[config.mk]
export PLATFORM = sky130hd
export DESIGN_NAME = stacker_datapath
export DESIGN_NICKNAME = d
export VERILOG_FILES = /design/src/rtl/stacker_pkg.sv /design/src/rtl/stacker_datapath_pixel_counter.sv /design/src/rtl/stacker_datapath.sv
export SDC_FILE = /design/constraint.sdc
export NUM_CORES = 1
export LEC_CHECK = 0
export ABC_AREA = 1
export CORE_ASPECT_RATIO = 0.9
export CORE_MARGIN = 2
export CORE_UTILIZATION = 60
export CTS_BUF_LIST = sky130_fd_sc_hd__clkbuf_8
export DETAILED_ROUTE_END_ITERATION = 12
export PLACE_DENSITY = 0.86
export SKIP_CTS_REPAIR_TIMING = 1
export SYNTH_ARGS = -nofsm -noshare
export SYNTH_HDL_FRONTEND = slang
export SYNTH_SLANG_ARGS = --single-unit
[constraint.sdc]
create_clock -name clk -period 4 [get_ports clk]
set_clock_uncertainty 0.1 [all_clocks]
set_input_delay 0.8 -clock clk [delete_from_list [all_inputs] [get_ports clk]]
set_output_delay 0.8 -clock clk [all_outputs]
set_load 0.1 [all_outputs]
[src/rtl/stacker_pkg.sv]
// Shared widths, colour constants and direction encoding for the stacker game datapath.
package stacker_pkg;

  localparam int SCREEN_W_DEF = 160;
  localparam int SCREEN_H_DEF = 120;
  localparam int X_W          = 8;
  localparam int Y_W          = 7;
  localparam int DCNT_W       = 20;

  localparam logic [2:0] BLACK = 3'b000;

  typedef enum logic {
    DIR_RIGHT = 1'b0,
    DIR_LEFT  = 1'b1
  } dir_e;

endpackage

[src/rtl/stacker_datapath_pixel_counter.sv]
// Walks px across the block row by row, flagging the final pixel of a pass.
module block_pixel_counter #(
  parameter int BLOCK_W = 16,
  parameter int BLOCK_H = 4,
  localparam int PX_W = $clog2(BLOCK_W),
  localparam int PY_W = (BLOCK_H > 1) ? $clog2(BLOCK_H) : 1
) (
  input  logic            clk,
  input  logic            resetn,
  input  logic            clr_n,
  input  logic            en,
  output logic [PX_W-1:0] px,
  output logic [PY_W-1:0] py,
  output logic            last
);

  localparam logic [PX_W-1:0] PX_LAST = PX_W'(BLOCK_W - 1);
  localparam logic [PY_W-1:0] PY_LAST = PY_W'(BLOCK_H - 1);

  logic [PX_W-1:0] px_q, px_d;
  logic [PY_W-1:0] py_q, py_d;

  // Final pixel of the pass; suppressed while either reset is asserted.
  assign last = resetn & clr_n & en & (px_q == PX_LAST) & (py_q == PY_LAST);

  // Next pixel position: idle or final pixel returns to the origin.
  always_comb begin
    px_d = px_q;
    py_d = py_q;
    if (!en || last) begin
      px_d = '0;
      py_d = '0;
    end else if (px_q == PX_LAST) begin
      px_d = '0;
      py_d = py_q + PY_W'(1);
    end else begin
      px_d = px_q + PX_W'(1);
    end
  end

  // Counter registers; either reset aborts a pass mid-block.
  always_ff @(posedge clk) begin
    if (!resetn || !clr_n) begin
      px_q <= '0;
      py_q <= '0;
    end else begin
      px_q <= px_d;
      py_q <= py_d;
    end
  end

  assign px = px_q;
  assign py = py_q;

endmodule

[src/rtl/stacker_datapath.sv]
// Execution stage beneath the stacker FSM: block position, frame delay, pixel walk and stop latch.
module stacker_datapath
  import stacker_pkg::*;
#(
  parameter int BLOCK_W   = 16,
  parameter int BLOCK_H   = 4,
  parameter int SCREEN_W  = SCREEN_W_DEF,
  parameter int SCREEN_H  = SCREEN_H_DEF,
  parameter int X_STEP    = 1,
  parameter int FRAME_DIV = 833333
) (
  input  logic           clk,
  input  logic           resetn,
  input  logic           reset_counter,
  input  logic           enable_counter,
  input  logic           reset_load,
  input  logic           ld_x,
  input  logic           ld_y,
  input  logic           count_x_enable,
  input  logic           colour_erase_enable,
  input  logic           stop_in,
  input  logic [2:0]     colour_in,
  output logic [X_W-1:0] x,
  output logic [Y_W-1:0] y,
  output logic [2:0]     colour,
  output logic           done_plot,
  output logic           enable_erase,
  output logic           stop_true,
  output logic           game_over
);

  localparam int PX_W = $clog2(BLOCK_W);
  localparam int PY_W = (BLOCK_H > 1) ? $clog2(BLOCK_H) : 1;

  localparam logic [X_W-1:0]    STEP_X    = X_W'(X_STEP);
  localparam logic [X_W:0]      RIGHT_LIM = (X_W+1)'(SCREEN_W - BLOCK_W - X_STEP);
  localparam logic [Y_W-1:0]    BH_Y      = Y_W'(BLOCK_H);
  localparam logic [Y_W-1:0]    Y_START   = Y_W'(SCREEN_H - BLOCK_H);
  localparam logic [DCNT_W-1:0] DCNT_LAST = DCNT_W'(FRAME_DIV - 1);

  logic              run;
  logic [PX_W-1:0]   px;
  logic [PY_W-1:0]   py;
  logic [DCNT_W-1:0] dcnt_q, dcnt_d;
  logic              stop_dly_q, stop_rise;
  logic              stop_req_q, stop_req_d;
  logic [X_W-1:0]    base_x_q, base_x_d;
  logic [Y_W-1:0]    base_y_q, base_y_d;
  dir_e              dir_q, dir_d;
  logic              game_over_q, game_over_d;

  assign run = resetn & reset_load;

  block_pixel_counter #(
    .BLOCK_W (BLOCK_W),
    .BLOCK_H (BLOCK_H)
  ) u_pix (
    .clk    (clk),
    .resetn (resetn),
    .clr_n  (reset_load),
    .en     (count_x_enable),
    .px     (px),
    .py     (py),
    .last   (done_plot)
  );

  // Frame-delay counter: wraps at FRAME_DIV-1, pulsing enable_erase on that cycle.
  always_comb begin
    dcnt_d = dcnt_q;
    if (enable_counter) dcnt_d = (dcnt_q == DCNT_LAST) ? '0 : dcnt_q + DCNT_W'(1);
  end

  assign enable_erase = resetn & reset_counter & enable_counter & (dcnt_q == DCNT_LAST);

  // Delay counter register; local clear takes priority over counting.
  always_ff @(posedge clk) begin
    if (!resetn || !reset_counter) dcnt_q <= '0;
    else                           dcnt_q <= dcnt_d;
  end

  // Delayed copy of the button for edge detection; it tracks through reset so a held button never fakes an edge.
  always_ff @(posedge clk) begin
    stop_dly_q <= stop_in;
  end

  assign stop_rise = stop_in & ~stop_dly_q;

  // Stop request: a new edge beats a simultaneous ld_y clear; edges are ignored after game over.
  always_comb begin
    stop_req_d = stop_req_q;
    if (stop_rise && !game_over_q) stop_req_d = 1'b1;
    else if (ld_y)                 stop_req_d = 1'b0;
  end

  // Position update: a consumed stop drops the block a row, otherwise ld_x sweeps and bounces.
  always_comb begin
    base_x_d    = base_x_q;
    base_y_d    = base_y_q;
    dir_d       = dir_q;
    game_over_d = game_over_q;
    if (stop_req_q && ld_y) begin
      base_x_d = '0;
      dir_d    = DIR_RIGHT;
      if (base_y_q >= BH_Y) base_y_d    = base_y_q - BH_Y;
      else                  game_over_d = 1'b1;
    end else if (!stop_req_q && ld_x) begin
      if (dir_q == DIR_RIGHT) begin
        if ({1'b0, base_x_q} <= RIGHT_LIM) begin
          base_x_d = base_x_q + STEP_X;
        end else begin
          dir_d    = DIR_LEFT;
          base_x_d = base_x_q - STEP_X;
        end
      end else begin
        if (base_x_q >= STEP_X) begin
          base_x_d = base_x_q - STEP_X;
        end else begin
          dir_d    = DIR_RIGHT;
          base_x_d = base_x_q + STEP_X;
        end
      end
    end
  end

  // Game state registers; either reset restores the start position.
  always_ff @(posedge clk) begin
    if (!run) begin
      base_x_q    <= '0;
      base_y_q    <= Y_START;
      dir_q       <= DIR_RIGHT;
      stop_req_q  <= 1'b0;
      game_over_q <= 1'b0;
    end else begin
      base_x_q    <= base_x_d;
      base_y_q    <= base_y_d;
      dir_q       <= dir_d;
      stop_req_q  <= stop_req_d;
      game_over_q <= game_over_d;
    end
  end

  assign x         = run ? base_x_q + X_W'(px) : '0;
  assign y         = run ? base_y_q + Y_W'(py) : Y_START;
  assign colour    = colour_erase_enable ? BLACK : colour_in;
  assign stop_true = run & stop_req_q;
  assign game_over = run & game_over_q;

endmodule

* Yosys cells after proc, flatten, opt, wreduce, memory -nomap -nowiden
Cells that the tools add are included.
** Operators by class
- $add $sub $neg :: 8
- Multiply operators :: 0
- Divide/modulo/power cells :: 0
- Order comparisons :: 3
- Eq/ne operators :: 3
- Shift operators :: 0
- Muxes and demuxes :: 12
- Bitwise logic cells :: 13
- Reduce and logical (&&, ||, !) cells :: 18
** Operators with widths (count)
- $mux W8 :: 4
- $add A20 B1 Y20 const B :: 1
- $eq A20 B20 Y1 const B :: 1
- $mux W20 :: 1
- $and A1 B1 Y1 :: 10
- $add A8 B1 Y8 const B :: 1
- $add A8 B4 Y8 :: 1
- $ge A8 B1 Y1 const B :: 1
- $le A8 B8 Y1 const B :: 1
- $sub A8 B1 Y8 const B :: 1
- $add A7 B2 Y7 :: 1
- $ge A7 B3 Y1 const B :: 1
- $mux W7 :: 1
- $sub A7 B3 Y7 const B :: 1
- $logic_not A1 Y1 :: 6
- $mux W1 :: 5
- $add A4 B1 Y4 const B :: 1
- $eq A4 B4 Y1 const B :: 1
- $reduce_and A2 Y1 :: 2
- $reduce_or A2 Y1 :: 2
- $logic_and A1 B1 Y1 :: 3
- $logic_or A1 B1 Y1 :: 3
- $mux W3 :: 1
- $not A1 Y1 :: 3
- other kinds (4) :: 4
** Storage, ports and cells
- Register bits after elaboration :: 45
- Latch bits :: 0
- Bits in writable memories :: 0
- Memory bits (read-only) :: 0
- Input bits :: 13
- Output and inout bits :: 22
- Word-level logic and storage cells :: 66
- Memories kept :: 0

* Longest topological paths before layout
Gate-level depths: netlist of run 1.
- Depth after elaboration :: 6
- Gate-level depth with buffers :: 11
- Gate-level depth less buffers :: 11

* Cells and area by module
Synthesis of run 1 repeated with hierarchy kept, for this count alone.
** Second synthesis, totals
- Cell total of the unflattened synthesis :: 425
- Area total of the unflattened synthesis :: 2857.7 um^2
** Modules (own cells, without submodules)
- stacker_datapath :: instances 1, cells each 390, area an instance 2582.5 um^2, seq. area each 740.7 um^2
- block_pixel_counter :: instances 1, cells each 35, area an instance 275.3 um^2, seq. area each 120.1 um^2

* Worst setup path after synthesis of run 1
No wires, ideal clock.
- Kind :: input port to output port
- From :: input resetn
- To :: output x[2]
- Data arrival time :: 3.186 ns
- Data required time :: 3.100 ns
- Path slack :: -0.086 ns
- Cell stages on the path :: 3
- Path buffers :: 1
- Cell sequence :: nand2_1 clkbuf_1 nor3_1
** On the way
- Cells in the longest elaborated chain, start to end :: 2
** RTL lines
- from (decl) :: line stacker_datapath.sv:13 : input logic resetn,
- $and A1 B1 Y1 :: line stacker_datapath.sv:52 : assign run = resetn & reset_load;
- $mux W8 :: line stacker_datapath.sv:142 : assign x = run ? base_x_q + X_W'(px) : '0;
- to (decl) :: line stacker_datapath.sv:23 : output logic [X_W-1:0] x,
No other way between the ends.

* Final worst setup path of run 1
- From :: register base_x_q[0]
- To :: output x[6]
** On the way
- Cells in the longest elaborated chain, start to end :: 2
** RTL lines
- from (decl) :: line stacker_datapath.sv:47 : logic [X_W-1:0] base_x_q, base_x_d;
- from (signal assigned) :: line stacker_datapath.sv:134 : base_x_q <= base_x_d;
- $add A8 B4 Y8 :: line stacker_datapath.sv:142
- $mux W8 :: line stacker_datapath.sv:142
No other way between the ends.

==> run metrics, run 1 <==
antenna diode count=0; smallest hold slack=342 ps; CTS root buffer=clkbuf_8; I/O pin count=35; max-slew violations=0; vias per inst=5.13; commonest non-fill, non-tap cell in the layout=nand2_1; clock buffer depth=2; outcome=finished, final reports clean; clk slew on worst S/H paths=~80 ps; max incr delay on CP=390 ps; gr usage total=0.269; Hold Crit Class=flip-flop to flip-flop; Top delay family on crit path=adder cells; core area=4370 um2; Net Sw Frac=0.234; synthesized flop and latch total=43; worst slew pin tran=roughly 570 ps; post-DR wirelength/cell=roughly 12 um; Initial Utilization=0.611; EDFF count, synth=0; Clk network pwr share=0.432; # nets final=roughly 470; sequential share of the synthesized area=0.322; first-pass GRT wire length=between 10000 and 15000 um; die area=5000 um2; Area Growth Syn to Fin=22.3%; Hold Crit Start=stop_dly_q; crit path capture type=primary output; router iterations before antenna repair=4; final hold violations=0; maxcap violations=0; worst skew pair latency=approximately 300 ps; post-route cell area=3270 um2; CP Data Required Time=3100 ps; Seq pwr share=0.472; period utilization=0.817; vias in the first global route=2513; # DRC=0; Syn Std Cell Area=2670 um2; CTS tree=yes; Netlist cell types=33; most numerous cell on the critical path=nand2_1; YS warnings=0; Post-Syn Instances=between 400 and 500; initial antenna violation count=0; VDD IR max=between 0.15 and 0.2 mV; chip width=approximately 74 um; critical path class=flip-flop to primary output; combinational power share=0.096; die height=67.3 um; Vias=between 2k and 3k; placer's final routability congestion estimate=0.879; Int Power=0.708 mW; crit path max-delay cell type=fa_1; Util after Layout=0.747; PwrDens=around 280 nW/um2; Final ANT Viol Nets=0; hpwl dp=approximately 4600 um; slew margin rel.=0.616; Post-Syn Area per Cell=6.60 um2; final worst path period need=about 3300 ps; Worst Path Arrival=2370 ps; achievable frequency=about 310 MHz; CP startpoint kind=flip-flop; H-tree depth=2; final setup fails=0; # rows=23; RSZ-0062 raised after global routing=no; CP bufs+invs=2; Sw Pwr=0.216 mW; async set-reset flop share out of synthesis=0; commonest cells after routing, fill and taps aside=93 x nand2_1, 71 x nor2_1, 56 x inv_1; Post-DP Area=between 3000 and 4000 um2; Cell Count Post-Placement=497; drt first-iter violations=roughly 180; fin cells=~510; CTS sink count=43; Port Buffer Count=34; share of layout cells above drive strength 1=0.131; grt total ovfl=0; worst r2r src=base_x_q[1]; drt total wl=around 6200 um; Pleak=1.45 nW; largest net degree at the start of global routing=14; CP Launch Point=base_x_q[0]; total CTS buffers=5; top_reg_cell synth=dfxtp_1; Synth Net Count=between 400 and 500; crit-path max FO=5; CP Cell Sequence=ha_1 -> fa_1 -> nand2_1 -> inv_1 -> o21ai_0 -> nand2_1 -> nand2_1 -> o21ai_0 -> nor2_1 -> buf_12
[kinds of logic after synthesis]
family | Yosys count | synth area share
flops | 43 | 0.322
compound gates | 44 | 0.0871
fa+ha+maj | 14 | 0.0684
xor+xnor | 8 | 0.0262
buf+inv | 67 | 0.0988
simple gates | 229 | 0.397
[power by group through the flow]
stage / clock [mW] / sequential, mW / combinational [mW]
after floorplan: 0 / 0.445 / 0.0584
after global placement: 0 / 0.446 / 0.0842
after detailed placement: 0 / 0.446 / 0.0873
after CTS: 0.400 / 0.436 / 0.0888
after global routing: 0.416 / 0.436 / 0.0972
final: 0.399 / 0.436 / 0.0890
[routing by layer]
layer  vias to the layer above  share of wire  track usage
met3                        12          0.041       0.0478
met1                      1173           0.43        0.297
met4                         0          0.018        0.105
li1                       1347              -            -
met5                         -              0            0
met2                        61           0.51        0.509
[final timing paths]
path | end | slack [ps] | cells after the start
worst min register to register | stop_req_q | 340 | 1
worst min-delay path | stop_req_q | 340 | 1
worst max-delay path | x[6] | 730 | 10
worst max register to register | base_x_q[3] | 2160 | 11
[flip-flops by register name (all words and copies together) (netlist names)]
| signal | cells |
|---|---|
| base_x_q | 8 |
| base_y_q | 5 |
| dcnt_q | 20 |
| dir_q | 1 |
| game_over_q | 1 |
| stop_dly_q | 1 |
| stop_req_q | 1 |
| u_pix.px | 4 |
| u_pix.py | 2 |
[through the flow]
step / total power, mW / setup slack [ps] / setup TNS (ps)
floorplan: 0.503 / -85.8 / -172
global placement: 0.530 / 800 / 0
detailed placement: 0.533 / 777 / 0
CTS: 0.925 / 778 / 0
global route: 0.949 / 507 / 0
finish: 0.924 / 730 / 0
[Yosys cell counts (6+ instances only)]
| cell | count | area (um2) |
|---|---|---|
| inv_2 | 6 | 22.5 |
| ha_1 | 13 | 163 |
| nand3_1 | 23 | 115 |
| a21oi_1 | 21 | 105 |
| xor2_1 | 6 | 52.6 |
| inv_1 | 55 | 206 |
| dfxtp_1 | 43 | 861 |
| nand4_1 | 9 | 56.3 |
| nor3_1 | 10 | 50.1 |
| o21ai_0 | 18 | 90.1 |
| nor2_1 | 71 | 267 |
| nand2_1 | 93 | 349 |
[layout make-up]
class	instances	area [um2]
timing repair buffer	35	418
fill	359	1110
multi-input combinational	295	1550
sequential	43	861
tap	62	77.6
inverter	62	233
clock inverter	3	63.8
clock buffer	5	68.8
Power figures use the tool's default switching activity.
==> run 2, diff against run 1 <==
--- a/config.mk
+++ b/config.mk
@@ -8,10 +8,10 @@
 export ABC_AREA = 1
 export CORE_ASPECT_RATIO = 0.9
 export CORE_MARGIN = 2
-export CORE_UTILIZATION = 60
+export CORE_UTILIZATION = 57
 export CTS_BUF_LIST = sky130_fd_sc_hd__clkbuf_8
 export DETAILED_ROUTE_END_ITERATION = 12
-export PLACE_DENSITY = 0.86
+export PLACE_DENSITY = 0.82
 export SKIP_CTS_REPAIR_TIMING = 1
 export SYNTH_ARGS = -nofsm -noshare
 export SYNTH_HDL_FRONTEND = slang
==> constraint.sdc (replaced) <==
create_clock -name clk -period 3.21 [get_ports clk]
set_clock_uncertainty 0.1 [all_clocks]
set_input_delay 0.642 -clock clk [delete_from_list [all_inputs] [get_ports clk]]
set_output_delay 0.642 -clock clk [all_outputs]
set_load 0.1 [all_outputs]
==> run 2 against run 1 <==
Cell count down 0.20%. Critical endpoint is now x[4]. Sequential power up 25%. Via count unchanged.
==> run metrics, run 2 (synthesized netlist as in run 1, its figures left out) <==
outcome=finished, final reports clean; CTS sink count=43 (unchanged); hpwl dp=4800 um (+4.4%); Initial Utilization=0.595 (-0.0157); Port Buffer Count=34 (unchanged); achievable frequency=between 300 and 400 MHz; vias in the first global route=2499 (-0.56%); Vias=2593 (unchanged); max reg flops=20 (unchanged); Place WS=342 ps (-435 ps); core area=4490 um2 (+2.6%); clock buffer depth=2 (unchanged); crit path max-delay cell type=fa_1; final hold violations=0 (unchanged); period utilization=0.951; post-route cell area=3380 um2 (+3.4%); max incr delay on CP=390 ps (about the same); Area Growth Syn to Fin=26.6%; CP bufs+invs=2 (unchanged); final worst path period need=between 3000 and 4000 ps; CTS root buffer=clkbuf_8; crit path capture type=primary output; worst skew pair latency=290 ps (about the same); initial antenna violation count=0 (unchanged); Multi-input gate area=1580 um2 (+1.9%); CTS tree=yes; # nets final=469 (unchanged); setup TNS=0 ps (unchanged); Hold Crit Class=flip-flop to flip-flop; placer's final routability congestion estimate=0.881 (+0.17%); total power=1.07 mW (+16%); maxcap violations=0 (unchanged); drt first-iter violations=186 (+5.7%); gr usage total=0.256 (-0.0124); Largest Register=dcnt_q; router iterations before antenna repair=4 (unchanged); drt total wl=6270 um (+1.0%); CP Data Required Time=2470 ps (-630 ps); clk slew on worst S/H paths=80 ps (about the same); final worst slack=157 ps (-574 ps); VDD IR max=0.255 mV (+40%); # DRC=0 (unchanged); post-DR wirelength/cell=12.4 um (+1.2%); Largest regs=dcnt_q (20), base_x_q (8), base_y_q (5); total CTS buffers=5 (unchanged); Top delay family on crit path=adder cells; worst slew pin tran=539 ps (-36.0 ps); Post-DP Area=3280 um2 (+4.5%); max-slew violations=0 (unchanged); # rows=23 (unchanged); critical path class=flip-flop to primary output; crit-path max FO=5 (unchanged); slew margin rel.=0.640 (+0.0241); commonest cells after routing, fill and taps aside=93 x nand2_1, 69 x nor2_1, 56 x inv_1; Worst Path Arrival=2310 ps (-60 ps); FILL cells=345 (-3.9%); antenna diode count=0 (unchanged); Reg area=861 um2 (unchanged); Final ANT Viol Nets=0 (unchanged); Pleak=1.46 nW (+0.74%); largest net degree at the start of global routing=14 (unchanged); PwrDens=316 nW/um2 (+12%); H-tree depth=2 (unchanged); final setup fails=0 (unchanged); CP Cell Sequence=ha_1 -> fa_1 -> nand2_1 -> inv_1 -> o21ai_1 -> nand2_1 -> nand2_1 -> nand2_1 -> a31oi_2 -> buf_12; RSZ-0062 raised after global routing=no; CP startpoint kind=flip-flop; chip width=76.2 um (+2.5%); share of layout cells above drive strength 1=0.145 (+0.0139); first-pass GRT wire length=10800 um (+3.6%); grt total ovfl=0 (unchanged); commonest non-fill, non-tap cell in the layout=nand2_1; I/O pin count=35 (unchanged); die height=68.9 um (+2.4%); vias per inst=5.14 (+0.20%); die area=5250 um2 (+5.0%); most numerous cell on the critical path=nand2_1
run 2: cell count changes in the layout (fill, tap and decap cells not counted), sizes merged:
cell,before,now
bufinv,2,1
run 2: area by class of cell:
type	count	area share
Multi-Input combinational cell	295	0.466
Sequential cell	43	0.255
Timing Repair Buffer	35	0.157
Inverter	62	0.0688
Tap cell	62	0.0229
Clock buffer	5	0.0204
Clock inverter	2	0.00999
run 2: path summary, 6_finish.rpt:
kind,cells past startpoint,slack (ps),endpoint,start
setup / recovery,10,160,x[4],base_x_q[0]
hold / removal,1,350,stop_req_q,stop_dly_q
setup reg to reg,11,1380,base_x_q[2],base_x_q[1]
hold reg to reg,1,350,stop_req_q,stop_dly_q
run 2: metal layers:
layer	track usage	share of wire	up-vias
met5	0	0	-
met3	0.0469	0.039	9
met1	0.322	0.47	1176
met4	0.100	0.017	0
met2	0.449	0.48	57
li1	-	-	1351
run 2: per-stage QoR:
step                cells   util  hold slack (ps)
floorplan             405      -              311
global placement      497  0.730              317
detailed placement    497  0.730              332
CTS                   504  0.753              344
global route          504  0.753              361
finish                504  0.753              347
run 2: where the power goes:
| part | internal [mW] | leakage (nW) | switching (mW) |
|---|---|---|---|
| Sequential | 0.538 | 0.348 | 0.00525 |
| Combinational | 0.0387 | 1.05 | 0.0746 |
| Clock | 0.225 | 0.0554 | 0.187 |
run 2: worst register-to-register path, stage by stage, from the launching register on:
cell and delay, ps:
dfxtp_1 500, inv_1 110, ha_1 200, nor2_1 110
inv_1 80, nor2_4 120, nand2_4 90, nand3_1 130
nand2_1 70, nor2_1 100, nor2_1 60, nor2_1 100
==> run 3, diff against run 2 <==
--- a/config.mk
+++ b/config.mk
@@ -10,6 +10,7 @@
 export CORE_MARGIN = 2
 export CORE_UTILIZATION = 57
 export CTS_BUF_LIST = sky130_fd_sc_hd__clkbuf_8
+export CTS_CLUSTER_DIAMETER = 50
 export DETAILED_ROUTE_END_ITERATION = 12
 export PLACE_DENSITY = 0.82
 export SKIP_CTS_REPAIR_TIMING = 1
==> results of run 3 <==
Same layout as run 2: the final DEF is identical, and so are final timing and power.
